<file path="src/rtl/ser_pkg.sv">
// Shared types and default sizing for the serializer transmit arbiter.
package ser_pkg;

  typedef enum logic [2:0] {IDLE, LOAD, WAIT_START, SHIFT, GAP} ser_arb_state_t;

  localparam int SER_WIDTH   = 32;
  localparam int SER_NUM_REQ = 4;

endpackage

</file>
<file path="src/rtl/ser_tx_arbiter_rr_pick.sv">
// Combinational round-robin selector: nearest requester after 'last', wrapping.
module rr_pick #(
  parameter  int NUM_REQ = 4,
  localparam int IDX_W   = $clog2(NUM_REQ)
) (
  input  logic [NUM_REQ-1:0] req,
  input  logic [IDX_W-1:0]   last,
  output logic [IDX_W-1:0]   gnt_idx,
  output logic               any
);

  logic [IDX_W:0] sum;

  // Scan from the farthest slot to the nearest so the nearest hit wins.
  always_comb begin
    gnt_idx = '0;
    sum     = '0;
    any     = |req;
    for (int k = NUM_REQ; k >= 1; k--) begin
      sum = {1'b0, last} + (IDX_W+1)'(k);
      if (sum >= (IDX_W+1)'(NUM_REQ)) begin
        sum = sum - (IDX_W+1)'(NUM_REQ);
      end
      if (req[sum[IDX_W-1:0]]) begin
        gnt_idx = sum[IDX_W-1:0];
      end
    end
  end

endmodule

</file>
<file path="src/rtl/ser_tx_arbiter.sv">
// Shares one ParToSerial serializer among NUM_REQ requesters: round-robin grant,
// launch pulse, bit tracking against SerValidFlag, inter-frame gap, sticky Error.
module ser_tx_arbiter
  import ser_pkg::*;
#(
  parameter  int WIDTH      = SER_WIDTH,
  parameter  int NUM_REQ    = SER_NUM_REQ,
  parameter  int GAP_CYCLES = 1,
  parameter  int TIMEOUT    = 8,
  localparam int IDX_W      = $clog2(NUM_REQ),
  localparam int CNT_W      = $clog2(WIDTH+1)
) (
  input  logic                     SerClock,
  input  logic                     SerResetN,
  input  logic [NUM_REQ-1:0]       ReqValid,
  input  logic [NUM_REQ*WIDTH-1:0] ReqData,
  output logic [NUM_REQ-1:0]       ReqReady,
  output logic                     ParValid,
  output logic [WIDTH-1:0]         BusIn,
  input  logic                     SerValidFlag,
  output logic [IDX_W-1:0]         SrcId,
  output logic                     Busy,
  output logic                     Error
);

  localparam logic [CNT_W-1:0] CNT_FULL = CNT_W'(WIDTH);
  localparam logic [CNT_W-1:0] CNT_TO   = CNT_W'(TIMEOUT - 1);
  localparam logic [3:0]       GAP_LAST = 4'((GAP_CYCLES == 0) ? 0 : GAP_CYCLES - 1);

  ser_arb_state_t   state;
  logic [IDX_W-1:0] last;
  logic [CNT_W-1:0] cnt;
  logic [3:0]       gapCnt;
  logic [IDX_W-1:0] gntIdx;
  logic             gntAny;
  logic [WIDTH-1:0] reqWord [NUM_REQ];

  genvar gi;
  generate
    for (gi = 0; gi < NUM_REQ; gi++) begin : g_word
      assign reqWord[gi] = ReqData[gi*WIDTH +: WIDTH];
    end
  endgenerate

  rr_pick #(.NUM_REQ(NUM_REQ)) u_pick (
    .req    (ReqValid),
    .last   (last),
    .gnt_idx(gntIdx),
    .any    (gntAny)
  );

  always_ff @(posedge SerClock or negedge SerResetN) begin
    if (!SerResetN) begin
      state    <= IDLE;
      ReqReady <= '0;
      ParValid <= 1'b0;
      BusIn    <= '0;
      SrcId    <= '0;
      Busy     <= 1'b0;
      Error    <= 1'b0;
      last     <= IDX_W'(NUM_REQ - 1);
      cnt      <= '0;
      gapCnt   <= '0;
    end else begin
      ReqReady <= '0;
      ParValid <= 1'b0;
      case (state)
        IDLE: begin
          if (gntAny) begin
            ReqReady <= NUM_REQ'(1) << gntIdx;
            BusIn    <= reqWord[gntIdx];
            SrcId    <= gntIdx;
            last     <= gntIdx;
            Busy     <= 1'b1;
            state    <= LOAD;
          end
        end
        LOAD: begin
          ParValid <= 1'b1;
          cnt      <= '0;
          state    <= WAIT_START;
        end
        WAIT_START: begin
          if (SerValidFlag) begin
            cnt   <= CNT_W'(1);
            state <= SHIFT;
          end else if (cnt == CNT_TO) begin
            Error  <= 1'b1;
            gapCnt <= '0;
            state  <= GAP;
          end else begin
            cnt <= cnt + 1'b1;
          end
        end
        SHIFT: begin
          // All WIDTH bits seen: the flag is already low on this trailing cycle.
          if (cnt == CNT_FULL) begin
            gapCnt <= '0;
            state  <= GAP;
          end else if (SerValidFlag) begin
            cnt <= cnt + 1'b1;
          end else begin
            Error  <= 1'b1;
            gapCnt <= '0;
            state  <= GAP;
          end
        end
        GAP: begin
          if (gapCnt == GAP_LAST) begin
            Busy  <= 1'b0;
            state <= IDLE;
          end else begin
            gapCnt <= gapCnt + 1'b1;
          end
        end
        default: begin
          Busy  <= 1'b0;
          state <= IDLE;
        end
      endcase
    end
  end

endmodule

</file>
<file path="config.mk">
export PLATFORM = sky130hd
export DESIGN_NAME = ser_tx_arbiter
export DESIGN_NICKNAME = d
export VERILOG_FILES = /design/src/rtl/ser_pkg.sv /design/src/rtl/ser_tx_arbiter_rr_pick.sv /design/src/rtl/ser_tx_arbiter.sv
export SDC_FILE = /design/constraint.sdc
export NUM_CORES = 1
export LEC_CHECK = 0
export BUFFER_PORTS_ARGS = -buffer_cell sky130_fd_sc_hd__buf_4
export CORE_MARGIN = 2
export CORE_UTILIZATION = 41
export DETAILED_ROUTE_END_ITERATION = 7
export GPL_TIMING_DRIVEN = 0
export PLACE_DENSITY = 0.82
export SLEW_MARGIN = 0
export SYNTH_ARGS = -nofsm -noshare
export SYNTH_HDL_FRONTEND = slang
export SYNTH_SLANG_ARGS = --single-unit
export TNS_END_PERCENT = 30
</file>
<file path="constraint.sdc">
create_clock -name SerClock -period 1.95 [get_ports SerClock]
set_input_delay 0.195 -clock SerClock [delete_from_list [all_inputs] [get_ports SerClock]]
set_output_delay 0.195 -clock SerClock [all_outputs]
set_load 0.01 [all_outputs]
</file>
==> qor.tcl <==
set qor(proportion_of_synthesized_flip_flops_having_asynchronous_set_or_reset) 1.00
set qor(route.final.wire_length_mm) 10.3
set qor(max_freq_mhz) 522
set qor(grt_setup_unrepaired) {true}
set qor(route.vias.total) 3226
set qor(first_global_vias) 3174
set qor(tritoncts_num_sinks) 56
set qor(start_util) 0.420
set qor(finalCoreUtilization) 0.657
set qor(cts-buffers-inserted) 5
set qor(finish.instance_area_um2) 5050
set qor(drtIter0Drc) 126
set qor(critPathBufInv) 2
set qor(clock_skew_ps) 7.51
set qor(final-hold-violation-count) 0
set qor(cp_top_family) {flip-flops}
set qor(seq_area_frac_synth) 0.435
set qor(antenna_found_initial) 0
set qor(dieWidth_um) 92.8
set qor(placedInstanceArea_um2) 4670
set qor(synth_edf_count) 0
set qor(layout.nets) 636
set qor(worstSkewPairLatency_ps) 310
set qor(die_y_um) 92.8
set qor(area_delta_synth_final_pct) 56.3
set qor(end_kind) {flip-flop}
set qor(maximum_number_of_pins_on_one_net_before_global_route_repair) 57
set qor(design.portCount) 176
set qor(maxCapViolCount) 0
set qor(ctsLongestPathBuffers) 2
set qor(worst_slack_setup_final_ps) 35.6
set qor(setup_crit_path_kind) {flip-flop to flip-flop}
set qor(crit_arrival_ps) 2090
set qor(final_period_minus_worst_setup_slack_ps) 1910
set qor(worst_path_required_ps) 2130
set qor(timing.final.setup_violations) 0
set qor(critical_path.startpoint_type) {flip-flop}
set qor(count_of_buffers_inserted_at_the_top_level_ports) 175
set qor(avgViaCountPerCell) 5.38
set qor(run_status) {completed}
set qor(pwrdens_nw_per_um2) 1360
set qor(placedCellCount) 585
set qor(irDropWorstVdd_mv) 0.679
set qor(post_synth.cell_area_avg_um2) 10.5
set qor(fp-row-count) 32
set qor(drt_drc_violations_left) 0
set qor(drtPass1Iterations) 4
set qor(route.antenna.remaining_nets) 0
set qor(detailed_place_hpwl_mm) 7.58
set qor(postSynthNetCount) 447
set qor(timing.critical_path.slowest_stage_cell) {sky130_fd_sc_hd__dfstp_2}
set qor(worstHoldPathType) {input port to flip-flop}
set qor(diodes) 0
set qor(gpl.final_weighted_congestion) 0.872
set qor(max_slew_margin) 0.527
set qor(aggregate_global_route_resource_usage) 0.227
set qor(die_area_um2) 8600
set qor(worst_path_largest_cell_delay_ps) 590
set qor(synth.cell_area_um2) 3230
set qor(p_leak_nw) 2.53
set qor(cts.htree.levels) 2
set qor(clkSlewWorstSetupHoldPaths_ps) 90
set qor(tightestPinTransition_ps) 709
set qor(stdcell_count) 600
set qor(grt_first_pass_wirelength_mm) 15.6
set qor(final_min_period_over_clock_period) 0.982
set qor(slew_violations) 0
set qor(post_route_cells_drive_above_1_share) 0.466
set qor(post_synth_num_cell_types) 47
set qor(floorplan.core_area_um2) 7690
set qor(path_cells) {nand2b_1, a21boi_0, o21ai_2, buf_6, buf_8, mux2i_1, o221ai_1}
set qor(cts_tree) {yes}
set qor(grt_overflow) 0
set qor(wire_per_inst_um) 17.1
set qor(ys_dominant_reg_cell) {sky130_fd_sc_hd__dfrtp_1}
set qor(netlist_instances) 308
set qor(yosys_warnings) 0
set qor(pre_cts_ws_ps) -184
set qor(root_buffer) {sky130_fd_sc_hd__clkbuf_8}
set qor(yosys_register_bits) 56
set qor(critPathMaxFanout) 10
## worst register-to-register path: stages, from the launching register on
cell and delay [ps]:
sky130_fd_sc_hd__dfstp_2 590, sky130_fd_sc_hd__nand2b_1 120, sky130_fd_sc_hd__a21boi_0 90, sky130_fd_sc_hd__o21ai_2 240, sky130_fd_sc_hd__buf_6 210, sky130_fd_sc_hd__buf_8 160, sky130_fd_sc_hd__mux2i_1 230, sky130_fd_sc_hd__o221ai_1 150
## repair_timing
| action | CTS | global route |
|---|---|---|
| buffers inserted | 3 | 1 |
| pin swaps | 2 | 3 |
| hold endpoints to repair | 54 | 0 |
| gates cloned | 0 | 3 |
| hold buffers | 1 | 0 |
| resized for setup | 27 | 27 |
| endpoints found under the setup margin | 34 | 37 |
## final cells by class
class,instances,area [µm²]
Multi-Input combinational cell,224,1760
Buffer,20,220
Sequential cell,56,1400
Tap cell,102,128
Fill cell,631,2640
Timing Repair Buffer,183,1420
Clock buffer,8,90.1
Inverter,7,26.3
## registers in the layout, indices dropped and copies added (netlist names)
signal    flops
BusIn        32
cnt           6
ReqReady      4
gapCnt        4
state         3
SrcId         2
last          2
Busy          1
Error         1
ParValid      1
## layout by cell type (no fill, tap or decap), drive strengths merged, types with 2 or more instances in the layout
cell     instances
and3             3
a21oi            7
clkbuf          10
dfstp            2
nor4b            2
nand2b           8
mux2i           67
o22ai            2
nand3            3
ha               4
inv              7
or3              2
nand2           46
mux2             2
nor2            11
dfrtp           54
nor2b            2
buf            200
nor3b            2
o2bb2ai          2
a31oi            2
or2              2
o221ai          32
xor2             2
o21ai            9
## metal layers
layer / GRT usage / wire, µm / vias to the layer above
met2: 0.404 / 5300 / 134
met4: 0.0797 / 252 / 0
li1: - / - / 1522
met3: 0.0488 / 676 / 19
met1: 0.271 / 4030 / 1551
met5: 0 / 0 / -
## where the power goes
group | internal, mW | switching (mW)
sequential | 1.68 | 0.328
combinational | 2.12 | 2.05
clock | 0.291 | 0.369
## worst paths after layout
check | startpoint | end | slack [ps] | cells past startpoint
setup / recovery | last[1] | BusIn[28] | 40 | 7
min in group asynchronous | SerResetN | BusIn[28] | 480 | 2
setup reg to reg | last[1] | BusIn[28] | 40 | 7
hold / removal | ReqData[20] | BusIn[20] | 200 | 3
hold reg to reg | BusIn[10] | BusIn[10] | 490 | 2
max in group asynchronous | SerResetN | state[0] | 1000 | 2
## logic make-up (layout without fill, tap and decap cells)
family / count (synthesis) / after routing / synth area share
compound gates: 63 / 63 / 0.157
xor+xnor: 2 / 2 / 0.00543
fa+ha+maj: 4 / 4 / 0.0155
buf+inv: 28 / 218 / 0.0446
flops: 56 / 56 / 0.435
mux: 69 / 69 / 0.215
simple gates: 86 / 86 / 0.128
## synthesized netlist by cell type, drive strengths merged (2+ instances only)
cell type	count	share of area
mux2i	67	0.21
dfrtp	54	0.42
nand2	46	0.053
o221ai	32	0.087
buf	19	0.034
nor2	11	0.013
o21ai	9	0.015
nand2b	8	0.015
a21oi	7	0.011
inv	7	0.0081
ha	4	0.015
and3	3	0.0058
nand3	3	0.0046
a31oi	2	0.0085
clkbuf	2	0.0023
dfstp	2	0.016
mux2	2	0.0070
nor2b	2	0.0039
nor3b	2	0.0046
nor4b	2	0.0074
o22ai	2	0.0081
o2bb2ai	2	0.0054
or2	2	0.0039
or3	2	0.0039
xor2	2	0.0054
## metrics by stage
step / hold slack (ps) / power [mW] / TNS [ps]
floorplan: -101 / 4.20 / 0
global placement: 294 / 5.54 / -2270
detailed placement: 296 / 5.67 / -4450
CTS: 197 / 6.59 / 0
global route: 203 / 7.32 / -277
finish: 199 / 6.84 / 0
No activity file was read; power rests on OpenSTA's default activity.
